## config.mk

```make
export PLATFORM = sky130hd
export DESIGN_NAME = fu_div_iter
export DESIGN_NICKNAME = d
export VERILOG_FILES = /design/src/rtl/fu_div_iter.sv
export SDC_FILE = /design/constraint.sdc
export NUM_CORES = 1
export LEC_CHECK = 0
export ABC_AREA = 1
export CAP_MARGIN = 40
export CORE_MARGIN = 5
export CORE_UTILIZATION = 54
export DETAILED_ROUTE_END_ITERATION = 7
export PLACE_DENSITY_LB_ADDON = 0.2
export SKIP_LAST_GASP = 1
export SYNTH_ARGS = -nofsm -noshare
export SYNTH_HDL_FRONTEND = slang
export SYNTH_SLANG_ARGS = --single-unit
```

## constraint.sdc

```tcl
create_clock -name clk -period 2 [get_ports clk]
set_input_delay 0.4 -clock clk [delete_from_list [all_inputs] [get_ports clk]]
set_output_delay 0.4 -clock clk [all_outputs]
set_load 0.005 [all_outputs]
```

## src/rtl/fu_div_iter.sv

```systemverilog
// Iterative radix-2 restoring divide/remainder unit (DIV/DIVU/REM/REMU) returning an issue tag.
// Optional macro FU_DIV_ZERO_FASTPATH_EN: divide-by-zero and signed overflow complete in one cycle.
module fu_div_iter #(
    parameter int WIDTH = 32,
    parameter int TAG_W = 5
) (
    input  logic             clk,
    input  logic             rst,
    input  logic             EN,
    input  logic [1:0]       op,
    input  logic [WIDTH-1:0] A,
    input  logic [WIDTH-1:0] B,
    input  logic [TAG_W-1:0] tag_in,
    output logic             busy,
    output logic             done,
    output logic [WIDTH-1:0] res,
    output logic [TAG_W-1:0] tag_out
);

    localparam int CNT_W = $clog2(WIDTH + 1);
    localparam logic [WIDTH-1:0] INT_MIN = {1'b1, {(WIDTH-1){1'b0}}};

    typedef enum logic [1:0] {IDLE, CALC, FIX, DONE} state_t;

    state_t           state, state_next;
    logic             accept;
    logic [CNT_W-1:0] count;

    logic [WIDTH:0]   rem;
    logic [WIDTH-1:0] quo;
    logic [WIDTH-1:0] dvs;
    logic             q_neg, r_neg, op_rem_q, special_q;
    logic [WIDTH-1:0] special_res_q;
    logic [TAG_W-1:0] tag_q;

    // Accept-time operand conditioning; op[0] selects unsigned, op[1] selects remainder.
    logic             a_neg, b_neg, div_zero, overflow, special_now;
    logic [WIDTH-1:0] a_mag, b_mag, special_val;

    assign a_neg       = ~op[0] & A[WIDTH-1];
    assign b_neg       = ~op[0] & B[WIDTH-1];
    assign a_mag       = a_neg ? -A : A;
    assign b_mag       = b_neg ? -B : B;
    assign div_zero    = (B == '0);
    assign overflow    = ~op[0] & (A == INT_MIN) & (B == '1);
    assign special_now = div_zero | overflow;

    always_comb begin
        if (div_zero)
            special_val = op[1] ? A : '1;
        else
            special_val = op[1] ? '0 : A;
    end

    // One restoring step; the top bit of the extended difference is the borrow.
    logic [WIDTH+1:0] rem_sh, trial;
    logic             borrow;

    assign rem_sh = {rem, quo[WIDTH-1]};
    assign trial  = rem_sh - {2'b00, dvs};
    assign borrow = trial[WIDTH+1];

    logic [WIDTH-1:0] quo_fix, rem_fix;
    assign quo_fix = q_neg ? -quo : quo;
    assign rem_fix = r_neg ? -rem[WIDTH-1:0] : rem[WIDTH-1:0];

    always_ff @(posedge clk) begin
        if (rst)
            state <= IDLE;
        else
            state <= state_next;
    end

    // NOTE: every output of this block is given a default first so no latch is inferred.
    always_comb begin
        state_next = state;
        accept     = 1'b0;
        busy       = 1'b0;
        done       = 1'b0;
        case (state)
            IDLE: accept = EN;
            CALC: begin
                busy = 1'b1;
                if (count == CNT_W'(1))
                    state_next = FIX;
            end
            FIX: begin
                busy       = 1'b1;
                state_next = DONE;
            end
            DONE: begin
                done       = 1'b1;
                accept     = EN;
                state_next = IDLE;
            end
            default: state_next = IDLE;
        endcase
        if (accept) begin
`ifdef FU_DIV_ZERO_FASTPATH_EN
            state_next = special_now ? DONE : CALC;
`else
            state_next = CALC;
`endif
        end
    end

    // NOTE: sequential state uses non-blocking assignments so all registers update together.
    always_ff @(posedge clk) begin
        if (rst) begin
            count         <= '0;
            rem           <= '0;
            quo           <= '0;
            dvs           <= '0;
            q_neg         <= 1'b0;
            r_neg         <= 1'b0;
            op_rem_q      <= 1'b0;
            special_q     <= 1'b0;
            special_res_q <= '0;
            tag_q         <= '0;
            res           <= '0;
            tag_out       <= '0;
        end else if (accept) begin
            count         <= CNT_W'(WIDTH);
            rem           <= '0;
            quo           <= a_mag;
            dvs           <= b_mag;
            q_neg         <= a_neg ^ b_neg;
            r_neg         <= a_neg;
            op_rem_q      <= op[1];
            special_q     <= special_now;
            special_res_q <= special_val;
            tag_q         <= tag_in;
`ifdef FU_DIV_ZERO_FASTPATH_EN
            if (special_now) begin
                res     <= special_val;
                tag_out <= tag_in;
            end
`endif
        end else if (state == CALC) begin
            rem   <= borrow ? rem_sh[WIDTH:0] : trial[WIDTH:0];
            quo   <= {quo[WIDTH-2:0], ~borrow};
            count <= count - CNT_W'(1);
        end else if (state == FIX) begin
            res     <= special_q ? special_res_q : (op_rem_q ? rem_fix : quo_fix);
            tag_out <= tag_q;
        end
    end

endmodule
```

; Word-level counts from Yosys, hierarchy flattened
; Cells that the tools add are included.
[totals]
register_bits = 183
in_bits = 74
[op_classes]
add_sub_neg = 6
eq_ne = 8
n_mux = 20
bitwise = 10
reduce_logical = 11
[ops]
columns = operator, n
row1 = 2-to-1 mux 32 bit, 11
row2 = negation 32 bit, 4
row3 = "equality test 32 bit, second input constant", 2
row4 = subtractor 34 x 32 -> 34 bit, 1
row5 = 2-to-1 mux 33 bit, 1
row6 = logical NOT 32 bit, 1
row7 = 2-to-1 mux 6 bit, 2
row8 = "equality test 6 x 1 -> 1 bit, second input constant", 1
row9 = one-hot mux 2 bit (3 select lines), 1
row10 = OR reduction 2 bit, 3
row11 = "subtractor 6 x 1 -> 6 bit, second input constant", 1
row12 = AND 1 bit, 4
row13 = "equality test 2 bit, second input constant", 2
row14 = 2-to-1 mux 1 bit, 4
row15 = NOT 1 bit, 4
row16 = AND reduction 2 bit, 2
row17 = nonzero test 4 bit, 1
row18 = "!= test 3 bit, second input constant", 1
row19 = AND reduction 3 bit, 1
row20 = nonzero test 3 bit, 1
row21 = "equality test 2 x 1 -> 1 bit, second input constant", 1
row22 = logical NOT 2 bit, 1
row23 = 2-to-1 mux 2 bit, 1
row24 = "!= test 2 bit, second input constant", 1
row25 = other kinds (3), 3

; Logic depth before layout (Yosys ltp)
[depth]
word_depth = 5
ltp_mapped = 18
depth_no_buf = 18

; Least setup slack after synthesis
; OpenSTA, ideal clock, no wires.
[synth_path]
path_kind = register to register
startpoint = register quo[31]
endpoint = register rem[32]
arrival_time_ns = 2.019
required_time_ns = 1.930
path_slack_ns = -0.090
path_stages_with_launch = 19
cell_sequence = dfxtp_1 inv_1 ha_1 fa_1 inv_1 nand3_1 nand2_1 nand2_1 nand2_1 nand2_1 nand2_1 nand2_1 nand2_1 nand2_1 nand2_1 inv_1 nand2_1 nand3_1 a21oi_1
[synth_via]
elab_chain_cells = 2
[synth_lines]
columns = element, line_no
row1 = start: declaration, 30  ; logic [WIDTH-1:0] quo;
row2 = start signal: assignment, 125  ; quo <= a_mag;
row3 = start signal: assignment, 141  ; quo <= {quo[WIDTH-2:0], ~borrow};
row4 = subtractor 34 x 32 -> 34 bit, 60  ; assign trial = rem_sh - {2'b00, dvs};
row5 = 2-to-1 mux 33 bit, 140  ; rem <= borrow ? rem_sh[WIDTH:0] : trial[WIDTH:0];
row6 = end signal: assignment, 140
row7 = end: declaration, 29  ; logic [WIDTH:0] rem;
; Every way passes these cells.
; A chain may end at the register's enable or synchronous reset.

; Worst setup path after layout
[layout_path]
startpoint = register dvs[14]
endpoint = register rem[2]
[layout_via]
elab_chain_cells = 2
[layout_lines]
columns = element, line_no
row1 = start: declaration, 31  ; logic [WIDTH-1:0] dvs;
row2 = start signal: assignment, 126  ; dvs <= b_mag;
row3 = subtractor 34 x 32 -> 34 bit, 60
row4 = 2-to-1 mux 33 bit, 140
; Every way passes these cells.

==> out/metrics.sh <==
OUTCOME='finished with violations'
VIOLATIONS='design-rule violations, negative setup slack'
NUMBER_OF_INPUT_AND_OUTPUT_PORT_BUFFERS_INSERTED=112
CLOCK-ROOT-BUFFER='sky130_fd_sc_hd__clkbuf_16'
YS_FF_LATCH=183
AVGSYNTHCELLAREA_SQ_UM=5.88
NET-SWITCHING-POWER_mW=12.4
FINAL_UTIL_PCT=81.8
CTS_SINKS=183
CTS.CLK_SLEW.WORST_PATHS_PS=80
DIE_AREA_SQ_UM=30100
SETUP-VIOLATIONS-FINAL=35
CLOCK_SKEW_PS=20.7
FIRST_PASS_ITERS=8
CORE_REGION_AREA_SQ_UM=26200
VIASPERCELL=6.00
NUM_IO_PINS=113
SEQ_AREA_FRAC_SYNTH_PCT=25.4
DIE_HEIGHT_UM=173
POST-ROUTE-PERIOD-UTIL_PCT=116
CRITICAL_PATH.ENDPOINT='rem[2]'
WORST_R2R_ENDPOINT='rem[2]'
POWER.CLOCK.FRACTION_PCT=13.7
FINAL_ANTENNA_NET_COUNT=0
FINAL.MIN_CLOCK_PERIOD_PS=2320
WORST-R2R-CELL-COUNT=15
ROUTE.DETAILED.DRC=7
SKEW_PAIR_LATE_INSERTION_DELAY_PS=460
LAYOUT-DRIVE-GT1-SHARE_PCT=29.9
LAYOUT.CELLS.MOST_COMMON='sky130_fd_sc_hd__nand2_1'
WIRE_LENGTH_OF_THE_FIRST_GLOBAL_ROUTING_PASS_UM=92100
REGTOREGSETUPSLACK_PS=-320
SYNTHFLOPTYPE='sky130_fd_sc_hd__dfxtp_1'
CRITICAL_PATH_ARRIVAL_PS=2700
PLACE.GP.CONGESTION=1.09
PATH_CELLS='inv_2, ha_4, nand2_2, nor2_1, nand2_1, nand2_2, inv_2, nand2_4, nand2_4, nand2_4, nand2_2, buf_6, nand3_1, nand3_1, a21oi_2'
GRTUSAGETOTAL_PCT=37.4
STARTPOINT='dvs[14]'
COMMONEST_CELLS_AFTER_ROUTING_FILL_AND_TAPS_ASIDE='sky130_fd_sc_hd__nand2_1 (561), sky130_fd_sc_hd__buf_4 (436), sky130_fd_sc_hd__inv_1 (298)'
SYNTH_CELL_TYPES=50
NUM_VIAS=19800
CRIT-REG2REG-LAUNCH='dvs[14]'
DIODES=0
POST_DRT_WL_PER_CELL_UM=18.9
PRE_CTS_SLACK_PS=-396
MAXSLEWHEADROOM_PCT=42.1
SYNTH.CELL_AREA_SQ_UM=14400
PLACE_HPWL_UM=43700
GRT_PASS1_VIAS=18200
TRITONCTS='yes'
MAX_CLOCK_FREQ_MHz=432
TIMING.CRITICAL_PATH.SLOWEST_CELL_DELAY_PS=340
REMAINING_GLOBAL_ROUTE_OVERFLOW=0
SHARE_COMB_OF_TOTAL_POWER_PCT=67.6
WORST_PATH_MAX_DELAY_CELL='sky130_fd_sc_hd__dfxtp_2'
MIN_PATH_TYPE='primary input to flop'
FRACTION_OF_POWER_SPENT_SWITCHING_NETS_PCT=48.7
FINISH.NET_COUNT=3063
CELLLEAKAGEPOWER_nW=10.2
SYNTH_CELLS=2455
DRT-TOTAL-WL_UM=62300
HOLD_VIOL_FINAL=0
LARGEST_NET_DEGREE_AT_THE_START_OF_GLOBAL_ROUTING=66
POSTLAYOUTSETUPSLACKWORST_PS=-317
CTS_HOLD_BUFFERS=0
POWER_DENSITY_OVER_THE_CELLS_nW_PER_UM2=1180
SLEW_VIOL_FINAL=0
CRITICAL_PATH_REQUIRED_PS=2380
MAX_SLEW.WORST_PIN.SLEW_PS=858
SHARE_OF_POWER_BURNED_IN_REGISTERS_PCT=18.7
SETUP.WORST_PATH.CLASS='flop to flop'
GRT_ANTENNA_BEFORE_REPAIR=1
NUMBER_OF_MAXIMUM_CAPACITANCE_VIOLATIONS=0
DRT_FIRST_ITER_VIOLATIONS=2878
SYNTH_ENABLE_FLOP_CELLS=0
TIMING.CRITICAL_PATH.FROM_TYPE='flop'
RSZ0062_AT_GRT='true'
CRIT_PATH_MAX_FANOUT=4
DIE_WIDTH_UM=173
HOLDWS_PS=329
SETUP.WORST_PATH.END_CLASS='flop'
YOSYS_WARNING_COUNT=0
CLK_PATH_BUF_DEPTH=2
INITIAL_CORE_UTIL_PCT=55.0
NUMBER_OF_ROWS_CREATED_AT_FLOORPLAN=59
ASR_FLOP_RATIO_SYNTH_PCT=0
AREA_GROWTH_SYN_TO_LAYOUT_PCT=48.7
NUMCTSBUFFERS=17
CELL_INTERNAL_PWR_mW=13.0
MIN_PATH_CELLS=3
SYN_NETS=2574
PEAKVDDDROP_V=0.000680
HTREE_LEVELS=4
cell usage after synthesis, types with 13 or more instances:
library cell	n	share of area [%]
sky130_fd_sc_hd__nand2_1	632	16
sky130_fd_sc_hd__inv_1	350	9.1
sky130_fd_sc_hd__nand3_1	239	8.3
sky130_fd_sc_hd__a21oi_1	230	8.0
sky130_fd_sc_hd__nor2_1	205	5.3
sky130_fd_sc_hd__dfxtp_1	183	25
sky130_fd_sc_hd__o21ai_0	174	6.0
sky130_fd_sc_hd__clkbuf_1	87	2.3
sky130_fd_sc_hd__ha_1	44	3.8
sky130_fd_sc_hd__xor2_1	43	2.6
sky130_fd_sc_hd__nand4_1	40	1.7
sky130_fd_sc_hd__o22ai_1	33	1.4
sky130_fd_sc_hd__nor3_1	32	1.1
sky130_fd_sc_hd__o211ai_1	18	0.94
sky130_fd_sc_hd__nand3_2	13	0.90
registers in the layout (all words and copies together), names as in the netlist, 5 cells and up:
register       cells
rem               33
dvs               32
quo               32
res               32
special_res_q     32
count              6
tag_out            5
tag_q              5
power by group through the flow:
stage                     logic (mW)  clock network (mW)  registers, mW
after floorplan                 7.76                   0           4.62
after global placement          13.1                   0           4.67
after detailed placement        13.3                   0           4.69
after CTS                       14.9                3.48           4.68
after global routing            18.3                3.61           4.78
final                           17.2                3.48           4.74
how the worst min path moves through the flow:
stage / startpoint / slack, ps / end
2_1_floorplan: tag_q[4] / 420 / tag_out[4]
3_3_place_gp: tag_q[4] / 440 / tag_out[4]
3_5_place_dp: dvs[28] / 440 / dvs[28]
4_1_cts: res[31] / 470 / res[31]
5_1_grt: A[1] / 360 / special_res_q[1]
6_report: A[1] / 330 / special_res_q[1]
worst max-delay path, delay by kind of cell (launching register included):
family,cells,cell delay (ps)
buffers and inverters,3,260
and+or+nand+nor,10,1160
adders and majority gates,1,290
AOI/OAI and AO/OA,1,170
DFF,1,340
per-stage QoR:
stage	total power [mW]	TNS [ps]	std cells	cell area [sq um]
global route	26.7	-12970	3292	21400
finish	25.4	-8750	3292	21400
detailed placement	18.0	-34200	3225	18900
floorplan	12.4	0	2455	14400
global placement	17.7	-28310	3225	18900
CTS	23.0	-3380	3277	20600
area by class of cell:
cell class,count,area (sq um)
multi-input combinational,1806,10500
timing repair buffer,576,4890
fill,1776,4760
sequential,183,3710
inverter,360,1370
clock buffer,18,429
tap,335,419
clock inverter,14,164
per-layer routing:
metal  vias up  wire length, um  global-route usage (%)
met4         4             3200                    14.6
met3       312             7710                    8.22
met1      9014            23900                    49.7
met2      1446            27400                    59.0
li1       8991                -                       -
met5         -              130                    2.88
cell families (layout without fill, tap and decap cells):
group	count (synthesis)	after routing	synth area share, %
xor+xnor	52	52	3.16
simple gates	1208	1208	36.3
buf+inv	466	968	12.4
compound gates	501	501	18.8
fa+ha+maj	45	45	3.95
flops	183	183	25.4
timing repair:
item | in CTS | in global routing
cloned | 2 | 0
setup buffers | 19 | 15
endpoints found under the setup margin | 78 | 96
pin swaps | 48 | 82
resized for setup | 194 | 238
Power figures use the tool's default switching activity.
